==> config.mk <==
export PLATFORM = sky130hd
export DESIGN_NAME = ws_strip_driver
export DESIGN_NICKNAME = d
export VERILOG_FILES = /design/src/rtl/ws_strip_driver.sv
export SDC_FILE = /design/constraint.sdc
export NUM_CORES = 1
export LEC_CHECK = 0
export BUFFER_PORTS_ARGS = -buffer_cell sky130_fd_sc_hd__buf_4
export CAP_MARGIN = 20
export CORE_ASPECT_RATIO = 1.4
export CORE_MARGIN = 3
export CORE_UTILIZATION = 39
export DETAILED_ROUTE_END_ITERATION = 8
export PLACE_DENSITY = 0.64
export SLEW_MARGIN = 20
export SYNTH_ARGS = -nofsm -noshare
export SYNTH_HDL_FRONTEND = slang
export SYNTH_SLANG_ARGS = --single-unit
==> constraint.sdc <==
create_clock -name clk -period 4.78 [get_ports clk]
set_input_delay 0.478 -clock clk [delete_from_list [all_inputs] [get_ports clk]]
set_output_delay 0.478 -clock clk [all_outputs]
set_load 0.03 [all_outputs]
==> src/rtl/ws_strip_driver.sv <==
// ws_strip_driver: WS281x serial LED frame driver with pixel prefetch; define WS_BRIGHTNESS_EN for global brightness scaling.
module ws_strip_driver #(
  parameter int LEDNUM = 25,
  parameter int BPP    = 24,
  parameter int ADDR_W = 6,
  parameter int T0H    = 20,
  parameter int T1H    = 40,
  parameter int TBIT   = 62,
  parameter int TRESET = 15000
) (
  input  logic              clk,
  input  logic              rst,
  input  logic              start,
  input  logic [BPP-1:0]    pix_data,
  input  logic [7:0]        brightness,
  output logic [ADDR_W-1:0] pix_addr,
  output logic              pix_rd,
  output logic              busy,
  output logic              done,
  output logic              dout
);
  localparam int PW = $clog2(TBIT + 1);
  localparam int BW = $clog2(BPP + 1);
  localparam int RW = $clog2(TRESET + 1);
  localparam logic [ADDR_W-1:0] LAST = ADDR_W'(LEDNUM - 1);
  typedef enum logic [2:0] {IDLE, FETCH, LOAD, SEND, LATCH} state_t;
  state_t state;
  logic [PW-1:0] per;
  logic [BW-1:0] bit_cnt;
  logic [RW-1:0] lat;
  logic [ADDR_W-1:0] idx;
  logic [BPP-1:0] sh, nbuf, pix_s;
  logic pf_more;
  generate
    if (!(T0H < T1H && T1H < TBIT && BPP % 8 == 0)) begin : g_bad_params
      $error("ws_strip_driver: need T0H < T1H < TBIT and BPP multiple of 8");
    end
  endgenerate
`ifdef WS_BRIGHTNESS_EN
  genvar g;
  for (g = 0; g < BPP / 8; g++) begin : g_scale
    assign pix_s[8*g+:8] = 8'((16'(pix_data[8*g+:8]) * (16'(brightness) + 16'd1)) >> 8);
  end
`else
  logic unused_brightness;
  assign unused_brightness = ^brightness;
  assign pix_s = pix_data;
`endif
  assign pf_more = (idx + ADDR_W'(1)) < LAST;
  function automatic logic hi(input logic b, input logic [PW-1:0] p);
    return p < (b ? PW'(T1H) : PW'(T0H));
  endfunction
  always_ff @(posedge clk) begin
    if (rst) begin
      state    <= IDLE;
      dout     <= 1'b0;
      busy     <= 1'b0;
      done     <= 1'b0;
      pix_rd   <= 1'b0;
      pix_addr <= '0;
      per      <= '0;
      bit_cnt  <= '0;
      lat      <= '0;
      idx      <= '0;
      sh       <= '0;
      nbuf     <= '0;
    end else begin
      done   <= 1'b0;
      pix_rd <= 1'b0;
      case (state)
        IDLE: if (start && !done) begin
          state    <= FETCH;
          busy     <= 1'b1;
          idx      <= '0;
          pix_rd   <= 1'b1;
          pix_addr <= '0;
        end
        FETCH: state <= LOAD;
        LOAD: begin
          state   <= SEND;
          sh      <= pix_s;
          per     <= '0;
          bit_cnt <= '0;
          dout    <= hi(pix_s[BPP-1], '0);
          pix_rd  <= LAST != '0;
          if (LAST != '0) pix_addr <= ADDR_W'(1);
        end
        SEND: begin
          if (per == PW'(1) && bit_cnt == '0 && idx < LAST) nbuf <= pix_s;
          if (per != PW'(TBIT - 1)) begin
            per  <= per + PW'(1);
            dout <= hi(sh[BPP-1], per + PW'(1));
          end else if (bit_cnt != BW'(BPP - 1)) begin
            per     <= '0;
            bit_cnt <= bit_cnt + BW'(1);
            sh      <= {sh[BPP-2:0], 1'b0};
            dout    <= hi(sh[BPP-2], '0);
          end else if (idx != LAST) begin
            per     <= '0;
            bit_cnt <= '0;
            idx     <= idx + ADDR_W'(1);
            sh      <= nbuf;
            dout    <= hi(nbuf[BPP-1], '0);
            pix_rd  <= pf_more;
            if (pf_more) pix_addr <= idx + ADDR_W'(2);
          end else begin
            state <= LATCH;
            lat   <= '0;
            dout  <= 1'b0;
          end
        end
        LATCH: if (lat == RW'(TRESET - 1)) begin
          state <= IDLE;
          done  <= 1'b1;
          busy  <= 1'b0;
        end else lat <= lat + RW'(1);
        default: state <= IDLE;
      endcase
    end
  end
endmodule
== Word level (Yosys, flattened, before mapping) ==
Cells that the tools add are included.

* Add/sub/neg operators: 5
* Magnitude comparators: 6
* Equal/unequal tests: 19
* Multiplexer cells: 50
* Bitwise gates (word level): 1
* Reductions and logical operators: 20

{| class="wikitable"
|+ Operators by type and width
! cell !! count
|-
| $mux 6 || 15
|-
| $mux 24 || 3
|-
| $mux 14 || 4
|-
| $pmux 24 s2 || 1
|-
| $pmux 14 s2 || 1
|-
| $pmux 6 s2 || 2
|-
| $lt 1x6->1 const A || 3
|-
| $pmux 6 s3 || 1
|-
| $ne 2x2->1 const B || 8
|-
| $mux 3 || 5
|-
| $mux 5 || 3
|-
| $pmux 3 s5 || 1
|-
| $reduce_and 5->1 || 3
|-
| $add 14x1->14 const B || 1
|-
| $eq 14x14->1 const B || 1
|-
| $add 6x1->6 const B || 2
|-
| $lt 6x5->1 const B || 2
|-
| $mux 1 || 10
|-
| $pmux 5 s2 || 1
|-
| $reduce_bool 2->1 || 4
|-
| $add 6x2->6 const B || 1
|-
| $eq 3x2->1 const B || 2
|-
| $eq 6x1->1 const B || 1
|-
| $lt 6x6->1 || 1
|-
| other kinds (20) || 25
|}

* Register bits after elaboration: 92
* Bits of input ports: 35
* Output and inout port bits: 10
* Logic and storage cells: 113

== Logic depth before layout (Yosys ltp) ==
Gate-level depths: netlist of the first run.

* Word-level depth: 7
* Gate-level depth with buffers: 9
* Gate-level depth less buffers: 8

== Worst setup path before layout of the first run ==
OpenSTA, ideal clock, no wires.

* Kind: register to register
* Start point: register bit_cnt[0]
* End point: register bit_cnt[4]
* Setup time: 0.071 ns
* Arrival: 1.810 ns
* Required time: 4.709 ns
* Path slack: 2.900 ns
* Stages on the path, launching flop included: 8
* Path buffers: 1
* Clock period less this slack: 1.880 ns
* Cell sequence: dfxtp_1 -> ha_1 -> and4b_1 -> buf_4 -> and3_4 -> nor4_1 -> mux2_2 -> a21oi_1

* Cells in the longest elaborated chain, start to end: 4
* Elaborated cells on any way between the ends: 7
* Those cells by class: 1 x add/sub; 2 x eq/ne; 3 x mux; 1 x reduce/logical

{| class="wikitable"
|+ Ends and longest elaborated chain
! what !! RTL line !! RTL
|-
| start: declaration || 29 || <nowiki>logic [BW-1:0] bit_cnt;</nowiki>
|-
| start signal: assignment || 95 || <nowiki>bit_cnt <= bit_cnt + BW'(1);</nowiki>
|-
| $add 5x1->5 / $ne 5x5->1 (equally long branches) || 95, 93 ||
|-
| $mux 5 || 93 || <nowiki>end else if (bit_cnt != BW'(BPP - 1)) begin</nowiki>
|-
| $mux 5 || 90 || <nowiki>if (per != PW'(TBIT - 1)) begin</nowiki>
|-
| $pmux 5 s2 || 70 || <nowiki>case (state)</nowiki>
|}

Several ways; a longest one is shown, not always the timed one. The select of a mux whose other input is x is not followed.
A chain may end at the register's enable or synchronous reset.

== Worst setup path in the final report of the first run ==
* Start point: register state[0]
* End point: register lat[9]

* Cells in the longest elaborated chain, start to end: 3
* Elaborated cells on any way between the ends: 9
* Those cells by class: 6 x eq/ne; 1 x mux; 2 x reduce/logical

{| class="wikitable"
|+ Ends and longest elaborated chain
! what !! RTL line !! RTL
|-
| start: declaration || 27 || <nowiki>state_t state;</nowiki>
|-
| start signal: assignment || 55 || <nowiki>state <= IDLE;</nowiki>
|-
| start signal: assignment || 72 || <nowiki>state <= FETCH;</nowiki>
|-
| start signal: assignment || 78 || <nowiki>FETCH: state <= LOAD;</nowiki>
|-
| $eq 3x3->1 / $eq 3x2->1 (equally long branches) || 70 ||
|-
| $ne 2x2->1 (no source line) / $reduce_bool 2->1 (equally long branches) || n/a ||
|-
| $reduce_and 5->1 (no source line) || n/a ||
|-
| end signal: assignment || 116 || <nowiki>end else lat <= lat + RW'(1);</nowiki>
|-
| end: declaration || 30 || <nowiki>logic [RW-1:0] lat;</nowiki>
|}

Several ways; a longest one is shown, not always the timed one.

==> results of run 1 <==
==> flip-flops by register name (all words and copies together), names as in the netlist <==
signal,flops
bit_cnt,5
busy,1
done,1
dout,1
idx,6
lat,14
nbuf,24
per,6
pix_addr,6
pix_rd,1
sh,24
state,3
==> logic make-up after synthesis <==
kind of cell,after synthesis
DFF,92
adders and majority gates,11
buffers and inverters,52
AOI/OAI and AO/OA,125
xor gates and xnor gates,20
and+or+nand+nor,221
muxes,28
==> synth_stat cells (all sizes together), types with 2 or more instances <==
cell | count | share of area
nand4 | 9 | 0.013
and4 | 3 | 0.0056
o21bai | 2 | 0.0032
a32o | 6 | 0.013
xnor2 | 6 | 0.011
or3 | 2 | 0.0027
clkbuf | 19 | 0.016
a21o | 2 | 0.0032
or4b | 2 | 0.0043
and3 | 2 | 0.0038
mux2i | 27 | 0.058
nand3 | 44 | 0.053
o21a | 2 | 0.0032
nand2 | 70 | 0.056
dfxtp | 92 | 0.39
nor4 | 4 | 0.0067
a211o | 3 | 0.0056
nand3b | 2 | 0.0059
a31oi | 4 | 0.0054
ha | 11 | 0.029
buf | 21 | 0.027
nor3 | 11 | 0.016
o21ai | 33 | 0.038
nor2 | 54 | 0.044
o31ai | 3 | 0.0048
and2 | 5 | 0.0067
inv | 12 | 0.0097
nor4bb | 2 | 0.0043
o2111ai | 22 | 0.041
o211ai | 2 | 0.0032
nand2b | 3 | 0.0040
a21oi | 38 | 0.043
xor2 | 14 | 0.026
and3b | 2 | 0.0038
==> power by group <==
group | internal (uW) | switching [uW]
combinational | 54.4 | 97.0
clock | 510 | 303
sequential | 788 | 16.2
==> final cells by class <==
type | instances | area share
Clock inverter | 7 | 0.02155
Multi-Input combinational cell | 405 | 0.4892
Sequential cell | 92 | 0.3486
Tap cell | 144 | 0.03410
Clock buffer | 9 | 0.04262
Timing Repair Buffer | 39 | 0.05541
Inverter | 12 | 0.008525
==> worst register-to-register path: cells and delay by family, from the launching register on <==
kind | cells | cell delay [ns]
flops | 1 | 0.64
simple gates | 4 | 1.85
==> per-stage QoR <==
step                      utilization  worst slack [ns]
after floorplan                     -             2.900
after global placement         0.4293             2.233
after detailed placement       0.4296             2.180
after CTS                      0.4590             2.165
after global routing           0.4590             1.914
final                          0.4590             2.168
==> layer usage <==
| metal | up-vias | GRT usage |
|---|---|---|
| li1 | 2001 | - |
| met1 | 1933 | 0.1959 |
| met2 | 84 | 0.3036 |
| met3 | 12 | 0.02988 |
| met4 | 0 | 0.06150 |
| met5 | - | 0 |
==> worst paths after layout <==
check | from | to | depth (start not counted)
setup / recovery | state[0]$_SDFFE_PP0P_ | lat[9]$_SDFFE_PP0P_ | 4
hold / removal | pix_data[4] | nbuf[4]$_SDFFE_PP0P_ | 3
setup reg to reg | state[0]$_SDFFE_PP0P_ | lat[9]$_SDFFE_PP0P_ | 4
hold reg to reg | pix_addr[0]$_SDFFE_PP0P_ | pix_addr[0]$_SDFFE_PP0P_ | 2
==> flow_metrics.env, run 1 <==
export IMPL_setup_viol=0
export IMPL_min_path_type="input port to flip-flop"
export IMPL_powerDensity_nw_per_um2=334.6
export IMPL_leakage_uw=0.002060
export IMPL_met3WireLength_microns=435
export IMPL_antenna_found_initial=0
export IMPL_regArea_sq_um=1842
export IMPL_grt_overflow=0
export IMPL_worst_pin_slew_ns=1.019
export IMPL_synthAdderAreaFrac=0.02949
export IMPL_fp_dieW_microns=98.46
export IMPL_fp_dieArea_sq_um=13330
export IMPL_first_iter_violations=197
export IMPL_clk_pin_slew_ns=0.07
export IMPL_highest_layer="met4"
export IMPL_post_drt_wl_per_cell_microns=15.66
export IMPL_synthCells=549
export IMPL_final_cells=708
export IMPL_finalHoldViolations=0
export IMPL_syn_area_sq_um=4667
export IMPL_syn_nets=595
export IMPL_synth_warnings=0
export IMPL_clk_latency_ns=0.34
export IMPL_final_cell_mix="dfxtp_1 (92), nand2_1 (70), nor2_1 (53)"
export IMPL_postRouteAntennaNets=0
export IMPL_postCtsSetupBuffers=0
export IMPL_timing_final_max_slew_violations=0
export IMPL_cts_sinks=92
export IMPL_post_synth_cell_area_avg_sq_um=8.501
export IMPL_die_h_microns=135.4
export IMPL_ff2ff_setup_slack_ns=2.17
export IMPL_critPathKind="flip-flop to flip-flop"
export IMPL_wl_met1_microns=4778
export IMPL_crit_path_end_kind="flip-flop"
export IMPL_start_util=0.4054
export IMPL_dp_hpwl_microns=7066
export IMPL_synthMuxAreaShare=0.06032
export IMPL_cts_tree="built"
export IMPL_synth_xor_area_share=0.03753
export IMPL_async_reset_ff_frac=0
export IMPL_areaGrowthSynthToFinish_pct=13.22
export IMPL_rsz0062_at_grt="no"
export IMPL_crit_family="simple AND/OR/NAND/NOR gates"
export IMPL_vdd_drop_max_mv=0.2363
export IMPL_dr_pass1_iters=4
export IMPL_nNetsFinal=605
export IMPL_grt_first_pass_wirelength_microns=18550
export IMPL_io_pins=45
export IMPL_cts_hold_buf=0
export IMPL_antenna_cells=0
export IMPL_synth_compound_area_share=0.1802
export IMPL_synth_cell_type_count=64
export IMPL_cp_start_kind="flip-flop"
export IMPL_cts_htree_levels=3
export IMPL_worstPathMaxFanout=54
export IMPL_synth_edf_count=0
export IMPL_wl_met2_microns=5680
export IMPL_vias_per_cell=5.692
export IMPL_slowest_stage="and3b_2"
export IMPL_ys_seq_area_frac=0.3946
export IMPL_multi_input_area_sq_um=2585
export IMPL_grt_pass1_vias=3887
export IMPL_cp_buffers_inverters=0
export IMPL_cts_repair_resized=0
export IMPL_power_total_uw=1768
export IMPL_synth_top_family_by_area="simple AND/OR/NAND/NOR gates"
export IMPL_place_area_sq_um=4945
export IMPL_fin_skew_ns=0.009001
export IMPL_grt_start_max_net_pins=69
export IMPL_status="complete, no violations"
export IMPL_rows=46
export IMPL_period_share=0.5465
export IMPL_timing_max_cap_violations=0
export IMPL_ys_ff_latch=92
export IMPL_cp_arrival_ns=2.83
export IMPL_relSlewSlack=0.3207
export IMPL_tns_ns=0
export IMPL_synth_simple_area_share=0.2456
export IMPL_synthFlopType="dfxtp_1"
export IMPL_routed_wl_microns=11090
export IMPL_core_area_sq_um=11510
export IMPL_placed_cells=692
export IMPL_layout_min_cycle_time_ns=2.612
export IMPL_fillers=1156
export IMPL_timing_fmax_ghz=0.3828
export IMPL_drive_gt1_frac=0.1312
export IMPL_hold_ws_ns=0.3752
export IMPL_clk_path_buf_depth=2
export IMPL_num_vias=4030
export IMPL_gp_congestion=0.8330
export IMPL_crit_chain="and3b_2, nand3_1, nand2_1, nor2_1"
export IMPL_postLayoutCellArea_sq_um=5284
export IMPL_grt_usage=0.1675
export IMPL_place_port_buffers=36
export IMPL_cts_made_buffers=9
export IMPL_drc_errors=0
export IMPL_crit_path_max_incr_delay_ns=0.96
export IMPL_final_common_cell="dfxtp_1"
export IMPL_cp_required_ns=5.00
export IMPL_root_buffer="clkbuf_16"
(Power assumes the default switching activity.)
==> inputs of run 2 (changes only) <==
PLACE_DENSITY = 0.67   (was 0.64)
clock period = 2.4 ns   (was 4.78 ns; I/O delays follow)
==> run 2 against run 1 <==
Net effect: final area grew 0.57%; critical path depth grew 2; worst hold slack lost 0.24 ns.
==> flow_metrics.env, run 2 (synthesis results as in run 1) <==
export IMPL_cts_tree="built"
export IMPL_timing_final_max_slew_violations=0
export IMPL_reg_top3="nbuf: 24 flops, sh: 24 flops, lat: 14 flops"
export IMPL_antenna_cells=0
export IMPL_placed_cells=701
export IMPL_io_pins=45
export IMPL_postRouteAntennaNets=0
export IMPL_grt_start_max_net_pins=37
export IMPL_crit_path_end_kind="flip-flop"
export IMPL_layout_min_cycle_time_ns=2.091
export IMPL_place_area_sq_um=5010
export IMPL_die_h_microns=135.4
export IMPL_timing_max_cap_violations=0
export IMPL_rsz0062_at_grt="no"
export IMPL_status="complete, no violations"
export IMPL_dp_hpwl_microns=7073
export IMPL_clk_pin_slew_ns=0.07
export IMPL_start_util=0.4054
export IMPL_powerDensity_nw_per_um2=632.2
export IMPL_cp_arrival_ns=2.36
export IMPL_cts_repair_resized=0
export IMPL_nNetsFinal=614
export IMPL_grt_overflow=0
export IMPL_setup_viol=0
export IMPL_final_cells=717
export IMPL_drc_errors=0
export IMPL_first_iter_violations=234
export IMPL_vias_per_cell=5.656
export IMPL_setup_slack_ns=0.3094
export IMPL_postCtsSetupBuffers=0
export IMPL_period_share=0.8711
export IMPL_timing_fmax_ghz=0.4783
export IMPL_rows=46
export IMPL_cts_hold_buf=0
export IMPL_cp_start_kind="flip-flop"
export IMPL_critPathKind="flip-flop to flip-flop"
export IMPL_num_vias=4055
export IMPL_root_buffer="clkbuf_16"
export IMPL_grt_first_pass_wirelength_microns=18410
export IMPL_final_common_cell="dfxtp_1"
export IMPL_cts_made_buffers=9
export IMPL_fp_dieArea_sq_um=13330
export IMPL_cp_required_ns=2.67
export IMPL_preCtsSetupSlack_ns=0.2762
export IMPL_tns_ns=0
export IMPL_clk_path_buf_depth=2
export IMPL_drive_gt1_frac=0.1396
export IMPL_gp_congestion=0.8685
export IMPL_worstPathMaxFanout=26
export IMPL_vdd_drop_max_mv=0.4260
export IMPL_grt_pass1_vias=4055
export IMPL_cts_htree_levels=3
export IMPL_final_cell_mix="dfxtp_1 (92), nand2_1 (70), nor2_1 (53)"
export IMPL_dr_pass1_iters=4
export IMPL_place_port_buffers=36
export IMPL_postLayoutCellArea_sq_um=5314
export IMPL_antenna_found_initial=0
export IMPL_grt_usage=0.1675
export IMPL_worst_pin_slew_ns=0.6387
export IMPL_cts_sinks=92
export IMPL_core_area_sq_um=11510
export IMPL_routed_wl_microns=10880
export IMPL_areaGrowthSynthToFinish_pct=13.86
export IMPL_relSlewSlack=0.5733
export IMPL_finalHoldViolations=0
export IMPL_leakage_uw=0.002084
export IMPL_min_path_type="input port to flip-flop"
export IMPL_post_drt_wl_per_cell_microns=15.17
export IMPL_clk_latency_ns=0.34
export IMPL_fin_skew_ns=0.009648
export IMPL_fp_dieW_microns=98.46
-- run 2: changes by cell type in the layout (fill, tap and decap cells not counted) --
cell       delta
buf_4         +9
bufinv_16     -2
clkbuf_1      +2
clkbuf_8      +2
clkinv_2      -2
nand2b_1      +1
nand2b_2      -1
-- run 2: critical path, cell delays in order (launching register included) --
cell     delay (ns)
dfxtp_1        0.37
ha_1           0.29
and4b_1        0.32
nand3_4        0.11
a21oi_4        0.55
o21ai_0        0.18
a21oi_1        0.17
-- run 2: area by class of cell --
class / instances / area [sq um]
Fill cell: 1154 / 6197
Multi-Input combinational cell: 405 / 2582
Sequential cell: 92 / 1842
Timing Repair Buffer: 48 / 360.3
Clock buffer: 13 / 260.3
Tap cell: 144 / 180.2
Inverter: 12 / 45.04
Clock inverter: 3 / 43.79
-- run 2: power breakdown --
part | leakage, uW | internal [uW] | switching [uW] | total [uW]
Clock | 0.000150 | 867 | 584 | 1450
Combinational | 0.00119 | 115 | 191 | 306
Sequential | 0.000745 | 1570 | 33.0 | 1600
-- run 2: worst paths after layout --
check                                               from                  endpoint  slack [ns]  depth (start not counted)
worst min register to register  pix_addr[4]$_SDFFE_PP0P_  pix_addr[4]$_SDFFE_PP0P_        0.46                          2
worst max-delay path             bit_cnt[1]$_SDFFE_PP0P_       sh[22]$_SDFFE_PP0P_        0.31                          6
worst max register to register   bit_cnt[1]$_SDFFE_PP0P_       sh[22]$_SDFFE_PP0P_        0.31                          6
worst min-delay path                        pix_data[12]     nbuf[12]$_SDFFE_PP0P_        0.14                          3
-- run 2: stage by stage --
step	hold WS, ns	power [uW]	util
6_report	0.1392	3359	0.4616
3_5_place_dp	0.4646	1942	0.4352
5_1_grt	0.1343	3507	0.4616
4_1_cts	0.1291	3389	0.4616
3_3_place_gp	0.4570	1937	0.4352
2_1_floorplan	0.3839	1835	-
-- run 2: routing by layer --
| layer | global-route usage | share of wire |
|---|---|---|
| met5 | 0 | 0 |
| met4 | 0.07289 | 0.024 |
| met2 | 0.2912 | 0.50 |
| met3 | 0.03761 | 0.045 |
| met1 | 0.1967 | 0.43 |
